**src/rtl/bcd_display_pkg.sv**
```systemverilog
// Shared constants for the BCD display scanner: active-low seven-segment
// patterns ({g,f,e,d,c,b,a}) and the prescaler width helper.
package bcd_display_pkg;

    localparam logic [6:0] SEG_0     = 7'h40;
    localparam logic [6:0] SEG_1     = 7'h79;
    localparam logic [6:0] SEG_2     = 7'h24;
    localparam logic [6:0] SEG_3     = 7'h30;
    localparam logic [6:0] SEG_4     = 7'h19;
    localparam logic [6:0] SEG_5     = 7'h12;
    localparam logic [6:0] SEG_6     = 7'h02;
    localparam logic [6:0] SEG_7     = 7'h78;
    localparam logic [6:0] SEG_8     = 7'h00;
    localparam logic [6:0] SEG_9     = 7'h10;
    localparam logic [6:0] SEG_BLANK = 7'h7F;
    localparam logic [6:0] SEG_DASH  = 7'h3F;

    // Width of a counter that must hold 0..div-1; never narrower than 1 bit.
    function automatic int presc_width(input int div);
        return ($clog2(div) < 1) ? 1 : $clog2(div);
    endfunction

endpackage

```
**src/rtl/bcd_display_seg7_decode.sv**
```systemverilog
// Combinational BCD nibble to active-low seven-segment decoder; non-decimal
// nibbles (A-F) show a dash so corrupted digits are visible on the board.
module seg7_decode
    import bcd_display_pkg::*;
(
    input  logic [3:0] nibble,
    output logic [6:0] seg
);

    always_comb begin
        // NOTE: default before the case so every path assigns seg; a missing
        // branch would otherwise infer a latch.
        seg = SEG_DASH;
        unique case (nibble)
            4'd0: seg = SEG_0;
            4'd1: seg = SEG_1;
            4'd2: seg = SEG_2;
            4'd3: seg = SEG_3;
            4'd4: seg = SEG_4;
            4'd5: seg = SEG_5;
            4'd6: seg = SEG_6;
            4'd7: seg = SEG_7;
            4'd8: seg = SEG_8;
            4'd9: seg = SEG_9;
            default: seg = SEG_DASH;
        endcase
    end

endmodule

```
**src/rtl/bcd_display_scanner.sv**
```systemverilog
// Time-multiplexes a captured 4-digit BCD value onto a common-anode display.
// Optional macro LEADING_ZERO_BLANK_EN blanks leading zeros above DP_DIGIT.
module bcd_display_scanner
    import bcd_display_pkg::*;
#(
    parameter int REFRESH_DIV = 100000,
    parameter int DP_DIGIT    = 1
) (
    input  logic        Clk,
    input  logic        Reset,
    input  logic [15:0] SCin,
    input  logic        Hold,
    output logic [3:0]  An,
    output logic [6:0]  Seg,
    output logic        DP,
    output logic        Invalid
);

    localparam int               PRESC_W   = presc_width(REFRESH_DIV);
    localparam logic [PRESC_W-1:0] PRESC_MAX = PRESC_W'(REFRESH_DIV - 1);
    localparam logic [1:0]       DP_IDX    = 2'(DP_DIGIT);

    logic [15:0]        cap_reg;
    logic [PRESC_W-1:0] presc;
    logic [1:0]         idx;

    logic [3:0] cur_nibble;
    logic [6:0] dec_seg;
    logic [3:0] an_next;
    logic [6:0] seg_next;
    logic       dp_next;
    logic       invalid_next;
    logic       blank_digit;

    seg7_decode u_decode (
        .nibble (cur_nibble),
        .seg    (dec_seg)
    );

    always_comb begin
        cur_nibble   = cap_reg[{idx, 2'b00} +: 4];
        an_next      = ~(4'b0001 << idx);
        dp_next      = (idx != DP_IDX);
        invalid_next = 1'b0;
        for (int i = 0; i < 4; i++) begin
            if (cap_reg[4*i +: 4] > 4'd9) invalid_next = 1'b1;
        end
`ifdef LEADING_ZERO_BLANK_EN
        begin
            // zero_above[i]: digit i and every higher digit are zero.
            logic [3:0] zero_above;
            zero_above[3] = (cap_reg[15:12] == 4'd0);
            zero_above[2] = zero_above[3] && (cap_reg[11:8] == 4'd0);
            zero_above[1] = zero_above[2] && (cap_reg[7:4]  == 4'd0);
            zero_above[0] = zero_above[1] && (cap_reg[3:0]  == 4'd0);
            blank_digit   = (idx > DP_IDX) && zero_above[idx];
        end
`else
        blank_digit = 1'b0;
`endif
        seg_next = blank_digit ? SEG_BLANK : dec_seg;
    end

    always_ff @(posedge Clk) begin
        // NOTE: non-blocking assignments so every register samples pre-edge
        // values; output registers must see the old idx and cap_reg.
        if (Reset) begin
            cap_reg <= '0;
            presc   <= '0;
            idx     <= 2'd0;
            An      <= 4'b1111;
            Seg     <= SEG_BLANK;
            DP      <= 1'b1;
            Invalid <= 1'b0;
        end else begin
            if (!Hold) cap_reg <= SCin;

            if (presc == PRESC_MAX) begin
                presc <= '0;
                idx   <= idx + 2'd1;
            end else begin
                presc <= presc + 1'b1;
            end

            An      <= an_next;
            Seg     <= seg_next;
            DP      <= dp_next;
            Invalid <= invalid_next;
        end
    end

endmodule

```
**config.mk**
```make
export PLATFORM = sky130hd
export DESIGN_NAME = bcd_display_scanner
export DESIGN_NICKNAME = d
export VERILOG_FILES = /design/src/rtl/bcd_display_pkg.sv /design/src/rtl/bcd_display_seg7_decode.sv /design/src/rtl/bcd_display_scanner.sv
export SDC_FILE = /design/constraint.sdc
export NUM_CORES = 1
export LEC_CHECK = 0
export ABC_CLOCK_PERIOD_IN_PS = 3900
export CORE_MARGIN = 3
export CORE_UTILIZATION = 49
export DETAILED_ROUTE_END_ITERATION = 10
export PLACE_DENSITY = 0.74
export REMOVE_ABC_BUFFERS = 1
export SLEW_MARGIN = 30
export SYNTH_ARGS = -nofsm -noshare
export SYNTH_HDL_FRONTEND = slang
export SYNTH_SLANG_ARGS = --single-unit
```
**constraint.sdc**
```tcl
create_clock -name Clk -period 3.9 [get_ports Clk]
set_clock_uncertainty 0.05 [all_clocks]
set_input_delay 0.585 -clock Clk [delete_from_list [all_inputs] [get_ports Clk]]
set_output_delay 0.585 -clock Clk [all_outputs]
set_load 0.01 [all_outputs]
```
# Word level (Yosys, flattened, before mapping)
# Memory sizes are Yosys's and may differ from the RTL's. A register that Yosys moved wholly into a read port is not among the register bits.
# Cells that the tools add are included.
# word_totals
word_cells	23
register_bits	41
rom_bits	112
mem_count	1
# classes
magnitude_cmp	4
n_addsub	2
n_shift	2
eq_ne	2
n_bitwise	1
mux	4
reduce_logical	1
# memory_table
memory	depth	width	read_ports	rd_ports_with_merged_regs	write_ports	line	source
(no name shown)	16	7	1	1	0	bcd_display_seg7_decode.sv:14	unique case (nibble)
# ops
cell	n
$add 17x1->17 const B	1
$eq 17x17->1 const B	1
$gt 4x4->1 const B	4
$shiftx 16x5->4	1
$mux 1	4
$not 4->4	1
$shl 1x2->4 const A	1
$add 2x1->2 const B	1
$ne 2x1->1 const B	1
$reduce_or 2->1	1

# Depth between registers and ports, before layout
# Gate-level depths: netlist of run 1.
# logic_depth
depth_word	5
depth_mapped	7

# Modules after synthesis
# From an unflattened synthesis of run 1, not the netlist that was laid out.
# hier_totals
hier_cells	217
hier_area_um2	2153.3
# by_module_without_submodules
mod	n_inst	cells_per_inst	seq_area_each_um2	area_per_inst_um2
bcd_display_scanner	1	186	940.9	1929.4
seg7_decode	1	31	0.0	224.0

# Least setup slack after synthesis of run 1
# No wires, ideal clock.
# synth_timing
path_kind	register -> register
start	register presc[0]
end	register presc[16]
path_buffers	0
path_stages_with_launch	6
t_arrival_ps	1689
period_less_slack_ps	1809
slack_ps	2091
path_cell_list	dfxtp_1 ha_1 nand2_1 or4_4 or3_1 a21oi_1
# synth_between
elab_chain_cells	2
word_cells_on_any_way	3
classes_between	add/sub: 1; eq/ne: 1; reduce/logical: 1
# synth_lines
item	line	source
start: declaration	bcd_display_scanner.sv:24	logic [PRESC_W-1:0] presc;
start signal: assignment	bcd_display_scanner.sv:82	presc <= presc + 1'b1;
parallel branches: the longest is 2 deep, another holds $add 17x1->17	n/a	
# Parallel ways; which one is timed is not known.
# A chain may end at the register's enable or synchronous reset.

# Worst setup path after layout of run 1
# layout_timing
start	register presc[6]
end	register presc[12]
# Same word-level chain as after synthesis.

==> metrics, run 1 <==
outcome complete, no violations; mapped cell area approximately 2100 µm²; DR vias between 1000 and 1500; GRT overflow 0; DR pass1 iterations 4; CTS H-Tree Depth 2; Avg Cell Area, Syn about 9.9 µm²; Rows 23; share of post-route cells with drive strength above 1 5.88%; Hold Path Class reg2reg; Setup Buffers After CTS 0; worst reg2reg setup slack 1.82 ns; post-DR vias/cell roughly 5.1; post-synthesis mux area share 13.5%; CTS tree built; DRC errors left 0; die height a little over 70 µm; Critical Path End Type flop; simple logic cell fraction of the synthesized area 19.3%; total power between 0.8 and 0.9 mW; Final period util a little over half; Pleak 0.929 nW; Fmax roughly 480 MHz; CP startpoint kind flop; All-Layer GR Usage about 16%; Fin Setup TNS 0 ns; starting density of the core about half; routed wire length 3.51 mm; Ys Warns 0; nets between 200 and 300; max reg flops 17; Ant. Diodes 0; area grow syn2layout 18.8%; CTS Sinks 47; post-synthesis cell type count 34; Core Region 4030 µm²; Seq/Total Area, Yosys between 40% and 50%; EDFF count, synth 0; IO Count 32; routed len/inst about 12 µm; final setup violation count 0; Slew headroom between 30% and 40%; hold_ws a little over 0.4 ns; CTS Buffer Depth 2; Worst EP required around 4.0 ns; HPWL Detailed 2.62 mm; largest net degree at the start of global routing 28; Worst IR Drop VDD ~0.25 mV; CTS root buffer clkbuf_8; Slew Viols, Final 0; Setup CP Type reg2reg; Synth Flop Type dfxtp_1; initial antenna violation count 0; CTS Buf Count 5; Post-DRT Antenna Nets 0; Worst-path clk slew around 0.070 ns; clk_lat worst skew 0.29 ns; #FFs+latches synth 47; Least-Margin Pin Slew 0.909 ns; Resized Gates After CTS 0; post-layout util approximately three fifths; vias in the first global route roughly 1400; worst-path maximum fanout 17; Synth Area in XOR/XNOR between 5 and 6%; RSZ-0062 raised after global routing no; CP arrival roughly 2.2 ns; DIE WIDTH just over 70 µm; cts hold-fix bufs 0; gp weighted congestion 0.763; first-pass GRT wire length 6.35 mm; largest family of logic cells by synthesized area simple AND/OR/NAND/NOR gates; Min Clock Period, post-route around 2.1 ns; power per cell area about 350 nW/µm²; Die ar. 5050 µm²; Synth Instances 210; asr flop ratio synth 0%; post-synthesis compound-gate area fraction roughly 5.6%; Max Cap Viol 0; hold violation count in the final report 0; Synth Area in Adders under 10%; I/O Buffers 31; Initial DRC Count 55
==> critical path, stage by stage (launching register included) <==
cell,delay (ns)
dfxtp_1,0.36
or4b_4,0.56
nor4_4,0.35
or2_1,0.52
nor2_1,0.10
==> where the power goes <==
group	switching, mW	total (mW)	internal, mW
Clock	0.139	0.259	0.120
Sequential	0.0113	0.512	0.500
Combinational	0.0405	0.0946	0.0541
Total	0.191	0.865	0.674
==> final timing paths <==
check,start,to,depth (start not counted)
worst max-delay path,presc[6],presc[12],4
worst min-delay path,presc[0],presc[0],1
worst max register to register,presc[6],presc[12],4
worst min register to register,presc[0],presc[0],1
==> metrics by stage <==
| stage | instances | cell area, µm² | setup slack [ns] |
|---|---|---|---|
| global route | 288 | 2460 | 1.63 |
| floorplan | 200 | 2010 | 2.06 |
| global placement | 282 | 2390 | 1.74 |
| detailed placement | 282 | 2390 | 1.71 |
| finish | 288 | 2460 | 1.82 |
| CTS | 288 | 2460 | 1.80 |
==> cell families after synthesis <==
family,after synthesis
multiplexers,23
AO/OA/AOI/OAI,22
XOR/XNOR,12
adder cells (fa/ha/maj),10
buffers and inverters,21
AND/OR/NAND/NOR,75
flip-flops,47
==> cell type report <==
type	instances	area (µm²)
clock buffer	6	72.6
fill	353	1570
inverter	11	41.3
multi-input combinational	142	1030
sequential	47	941
tap	50	62.6
timing repair buffer	32	318
==> per-layer routing <==
metal,GRT usage (%),share of wire (%)
met5,0,0
met4,6.47,1.7
met3,3.98,4.2
met2,24.2,45
met1,20.5,49
==> cell usage in the layout, fill, tap and decap left out <==
master	synthesis	final
dfxtp_1	47	47
clkbuf_1	4	1
buf_4	1	1
mux4_2	4	4
xor2_1	2	2
or3_1	4	4
ha_1	10	10
nand4b_1	1	1
xnor2_1	10	10
nor4_1	2	2
clkdlybuf4s50_1	0	31
clkbuf_8	0	5
nor2_1	34	34
or4b_1	1	1
nand3_1	6	6
or4b_4	1	1
mux2i_1	19	19
nor3_1	3	3
nor4_4	1	1
a21oi_1	6	6
o21ai_0	14	14
inv_1	11	11
nand2_1	8	8
or2_1	1	1
and3_1	1	1
nand3_4	1	1
or4_1	1	1
or4_4	1	1
nand4_1	2	2
o21a_1	1	1
a41oi_1	1	1
nor3b_1	1	1
nand2b_1	6	6
==> synth_stat cells (all sizes together) (2+ instances only) <==
master,n,area [µm²]
a21oi,6,30.0
buf,6,48.8
clkbuf,4,15.0
dfxtp,47,941
ha,10,125
inv,11,41.3
mux2i,19,190
mux4,4,90.1
nand2,8,30.0
nand2b,6,37.5
nand3,7,47.6
nand4,2,12.5
nor2,34,128
nor3,3,15.0
nor4,3,33.8
o21ai,14,70.1
or3,4,25.0
or4,2,18.8
or4b,2,23.8
xnor2,10,87.6
xor2,2,17.5
(Power assumes the default switching activity.)
==> run 2, diff against run 1 <==
- ABC_CLOCK_PERIOD_IN_PS: 3900 -> 1700
- CORE_UTILIZATION: 49 -> 48
- PLACE_DENSITY: 0.74 -> 0.75
- clock period: 3.9 -> 1.7 ns (I/O delays scaled with it)
==> metrics, run 2 (synthesis gave the netlist of run 1 again) <==
outcome finished with violations; failing checks setup timing; HPWL Detailed 3.03 mm (+16%); worst-path maximum fanout 17 (unchanged); sw frac 24.0% (+1.9 points); max reg flops 17 (unchanged); routed wire length 4.13 mm (+18%); I/O Buffers 31 (unchanged); DRC errors left 0 (unchanged); vias in the first global route 1529 (+6.9%); Least-Margin Pin Slew 0.307 ns (-0.602 ns); Worst-path clk slew 0.08 ns (about the same); CTS Buffer Depth 2 (unchanged); largest net degree at the start of global routing 18 (-36%); area grow syn2layout 36.6%; worst reg2reg setup slack -0.02 ns (-1.84 ns); clk_lat worst skew 0.30 ns (about the same); # fillers 325 (-7.9%); hold_ws 0.366 ns (-0.0432 ns); Min Clock Period, post-route 1.72 ns (-0.356 ns); internal power 1.59 mW (+140%); DR pass1 iterations 4 (unchanged); Rows 23 (unchanged); gp weighted congestion 0.788 (+3.3%); fin worst setup slack -0.0187 ns (-1.84 ns); Hold Path End presc[0]; die height 71.7 µm (+0.95%); DR vias 1635 (+10%); IO Count 32 (unchanged); Max Cap Viol 0 (unchanged); clock group share of total power 30.9% (+1.0 points); Post-DRT Antenna Nets 0 (unchanged); most common cell after layout, fill and taps aside dfxtp_1; power per cell area 741 nW/µm² (+110%); CP arrival 1.86 ns (-0.32 ns); Hold Path Origin presc[0]; Ant. Diodes 0 (unchanged); worst reg2reg path startpoint presc[6]; Place WS -0.133 ns (-1.85 ns); nets 303 (+13%); Hold Path Class reg2reg; initial antenna violation count 0 (unchanged); CP startpoint kind flop; hold violation count in the final report 0 (unchanged); Initial DRC Count 35 (-36%); starting density of the core 50.7% (-0.72 points); Fmax 582 MHz (+21%); Slew headroom 79.4% (+40 points); Final period util 101% (+48 points); Slew Viols, Final 0 (unchanged); post-layout util 69.3% (+8.2 points); post-DR vias/cell 5.03 (-2.3%); GRT overflow 0 (unchanged); CTS tree built; CTS root buffer clkbuf_8; CTS H-Tree Depth 2 (unchanged); combinational power share 13.1% (+2.2 points); reg2reg end presc[4]; CTS Buf Count 5 (unchanged); Multi-input gate area 1080 µm² (+5.2%); Pleak 1.14 nW (+23%); Worst IR Drop VDD 0.497 mV (+100%); RSZ-0062 raised after global routing yes; Fin Setup TNS -0.131 ns (-0.131 ns); Die ar. 5140 µm² (+1.9%); CTS Sinks 47 (unchanged); share of post-route cells with drive strength above 1 25.8% (+20 points); Worst EP required 1.85 ns (-2.15 ns); P_sw 0.504 mW (+160%); Register Area 952 µm² (+1.2%); Seq pwr share 55.9% (-3.2 points); first-pass GRT wire length 6.74 mm (+6.1%); DIE WIDTH 71.7 µm (+0.95%); Register-to-Register Path Depth 5 (+1); Setup CP Type reg2reg; All-Layer GR Usage 16.5% (+1.0 points); Critical Path End Type flop; routed len/inst 12.7 µm (+4.2%); final setup violation count 17 (+17); commonest cells after routing, fill and taps aside 40 x dfxtp_1, 33 x nor2_1, 33 x buf_4; hold path cells 1 (unchanged); cts hold-fix bufs 0 (unchanged); Core Region 4090 µm² (+1.4%)
## run 2: repair_timing
| item | in CTS | in global routing |
|---|---|---|
| pin swaps | 2 | 4 |
| hold endpoints to repair | 0 | 0 |
| resized for setup | 8 | 16 |
| endpoints found under the setup margin | 26 | 26 |
| cloned | 0 | 0 |
| setup buffers | 0 | 2 |
## run 2: metrics by stage
step	std cells	cell area, µm²	total power [mW]
after floorplan	200	2010	1.30
after global placement	315	2660	1.45
after detailed placement	315	2660	1.45
after CTS	323	2760	2.09
after global routing	325	2830	2.18
final	325	2830	2.10
## run 2: layout make-up
cell class,count,area share [%]
clock buffer,5,2.43
clock inverter,3,0.530
inverter,11,1.55
multi-input combinational,142,38.2
sequential,47,33.6
tap,50,2.21
timing repair buffer,67,21.5
## run 2: how the worst max path moves through the flow
stage | startpoint | endpoint
after global placement | idx[0] | Seg[5]
after floorplan | presc[6] | presc[10]
after detailed placement | idx[0] | Seg[3]
final | presc[6] | presc[4]
after global routing | presc[6] | idx[1]
after CTS | presc[6] | presc[4]
## run 2: power by group through the flow
stage | Clock (mW) | Combinational [mW] | Sequential (mW)
floorplan | 0 | 0.0936 | 1.20
detailed placement | 0 | 0.254 | 1.20
finish | 0.649 | 0.276 | 1.17
CTS | 0.663 | 0.256 | 1.17
global placement | 0 | 0.250 | 1.20
global route | 0.700 | 0.300 | 1.18
## run 2: metal layers
metal | global-route usage, % | vias to the layer above | wire length (µm)
li1 | - | 840 | -
met1 | 20.3 | 766 | 1880
met2 | 27.9 | 22 | 2050
met3 | 2.95 | 7 | 136
met4 | 8.14 | 0 | 66
met5 | 0 | - | 0
## run 2: critical path, cell delays in order (launching register included)
cell and delay (ns):
dfxtp_2 0.33, or4b_4 0.55, nor4_4 0.30, or2_1 0.19, buf_12 0.15, nor2_1 0.06
==> run 3, diff against run 2 <==
- CTS_BUF_LIST: unset -> sky130_fd_sc_hd__clkbuf_16
- HOLD_SLACK_MARGIN: unset -> 0.12
- MAX_ROUTING_LAYER: unset -> met4
==> metrics, run 3 (synthesis gave the netlist of run 1 again) <==
worst reg2reg path startpoint presc[6]; worst reg2reg setup slack -0.02 ns (about the same); # fillers 312 (-4.0%); failing checks setup timing; I/O Buffers 31 (unchanged); Hold Path Class reg2reg; Final period util 101% (+0.19 points); vias in the first global route 1540 (+0.72%); outcome finished with violations; fin worst setup slack -0.0220 ns (-0.00330 ns); Critical Path End Type flop; HPWL Detailed 3.03 mm (unchanged); power per cell area 826 nW/µm² (+12%); CTS tree built; Max Cap Viol 0 (unchanged); Core Region 4090 µm² (unchanged); most common cell after layout, fill and taps aside dfxtp_1; Min Clock Period, post-route 1.72 ns (+0.00330 ns); DIE WIDTH 71.7 µm (unchanged); gp weighted congestion 0.800 (+1.4%); first-pass GRT wire length 6.89 mm (+2.2%); IO Count 32 (unchanged); Pleak 1.16 nW (+2.2%); routed wire length 4.33 mm (+4.9%); hold violation count in the final report 0 (unchanged); CP startpoint kind flop; Ant. Diodes 0 (unchanged); DR pass1 iterations 4 (unchanged); post-DR vias/cell 5.10 (+1.5%); total power 2.39 mW (+14%); largest net degree at the start of global routing 18 (unchanged); CTS root buffer clkbuf_16; final setup violation count 17 (unchanged); All-Layer GR Usage 17.5% (+1.0 points); commonest cells after routing, fill and taps aside 41 x dfxtp_1, 33 x nor2_1, 33 x buf_4; DR vias 1659 (+1.5%); Hold Path Origin presc[0]; Slew headroom 79.3% (-0.12 points); crit-path cells or4b_4 > nor4_4 > or2_1 > buf_12 > nor2_1; Worst EP required 1.82 ns (-0.03 ns); Die ar. 5140 µm² (unchanged); share of post-route cells with drive strength above 1 25.8% (unchanged); die height 71.7 µm (unchanged); CP arrival 1.85 ns (about the same); Worst IR Drop VDD 0.443 mV (-11%); nets 303 (unchanged); Slew Viols, Final 0 (unchanged); CP startpoint presc[6]; CTS Buffer Depth 2 (unchanged); worst-path maximum fanout 17 (unchanged); clk_lat worst skew 0.28 ns (-0.02 ns); Worst-path clk slew 0.06 ns (-0.02 ns); CTS Buf Count 5 (unchanged); Rows 23 (unchanged); Setup CP Type reg2reg; max reg flops 17 (unchanged); Initial DRC Count 47 (+34%); CTS H-Tree Depth 2 (unchanged); GRT overflow 0 (unchanged); Place WS -0.133 ns (unchanged); routed len/inst 13.3 µm (+4.9%); RSZ-0062 raised after global routing yes; area grow syn2layout 39.5%; post-layout util 70.8% (+1.5 points); starting density of the core 50.7% (unchanged); DRC errors left 0 (unchanged); CTS Sinks 47 (unchanged); Post-DRT Antenna Nets 0 (unchanged); slowest stage delay, CP 0.55 ns (about the same); Least-Margin Pin Slew 0.308 ns (+0.00173 ns); initial antenna violation count 0 (unchanged); crit path max-delay cell type or4b_4; Fmax 581 MHz (-0.19%)
## run 3: cell counts in the layout (fill, tap and decap cells not counted)
Identical to the previous run, type by type.
## run 3: stage by stage
| step | TNS (ns) | instances | cell area, µm² | hold WS (ns) |
|---|---|---|---|---|
| finish | -0.188 | 325 | 2890 | 0.364 |
| global route | -1.58 | 325 | 2890 | 0.386 |
| CTS | -0.166 | 323 | 2820 | 0.365 |
| detailed placement | -0.642 | 315 | 2660 | 0.388 |
| global placement | -0.227 | 315 | 2660 | 0.379 |
| floorplan | -2.80 | 200 | 2010 | 0.277 |
## run 3: path summary, 6_finish.rpt
kind,cells after the start,endpoint
max,5,presc[4]
min,1,presc[0]
min reg2reg,1,presc[0]
max reg2reg,5,presc[4]
## run 3: layout make-up
cell class	instances	area, µm²	area share, %
Inverter	11	43.8	1.51
Multi-Input combinational cell	142	1090	37.5
Clock buffer	5	125	4.33
Clock inverter	3	15.0	0.519
Timing Repair Buffer	67	609	21.1
Sequential cell	47	951	32.9
Tap cell	50	62.6	2.16
## run 3: timing repair
action | CTS | global route
pin swaps | 2 | 3
resized for setup | 11 | 13
setup buffers | 0 | 2
hold buffers | 0 | 0
endpoints found under the setup margin | 26 | 26
gates cloned | 0 | 0
## run 3: power breakdown
part / leakage [nW] / switching [mW] / internal, mW / total [mW]
Clock: 0.0733 / 0.399 / 0.536 / 0.936
Combinational: 0.703 / 0.114 / 0.166 / 0.280
Sequential: 0.389 / 0.0264 / 1.15 / 1.17
Total: 1.16 / 0.539 / 1.85 / 2.39
## run 3: worst max-delay path: cells and delay by family (launching register included)
family                 cells  cell delay, ns
flip-flops                 1            0.32
AND/OR/NAND/NOR            4            1.10
buffers and inverters      1            0.15
## run 3: routing by layer
metal / GRT usage (%) / up-vias / routed length [µm]
met1: 21.1 / 789 / 1980
met5: - / - / 0
met2: 28.7 / 25 / 2140
li1: - / 838 / -
met3: 2.95 / 7 / 142
met4: 8.14 / 0 / 72
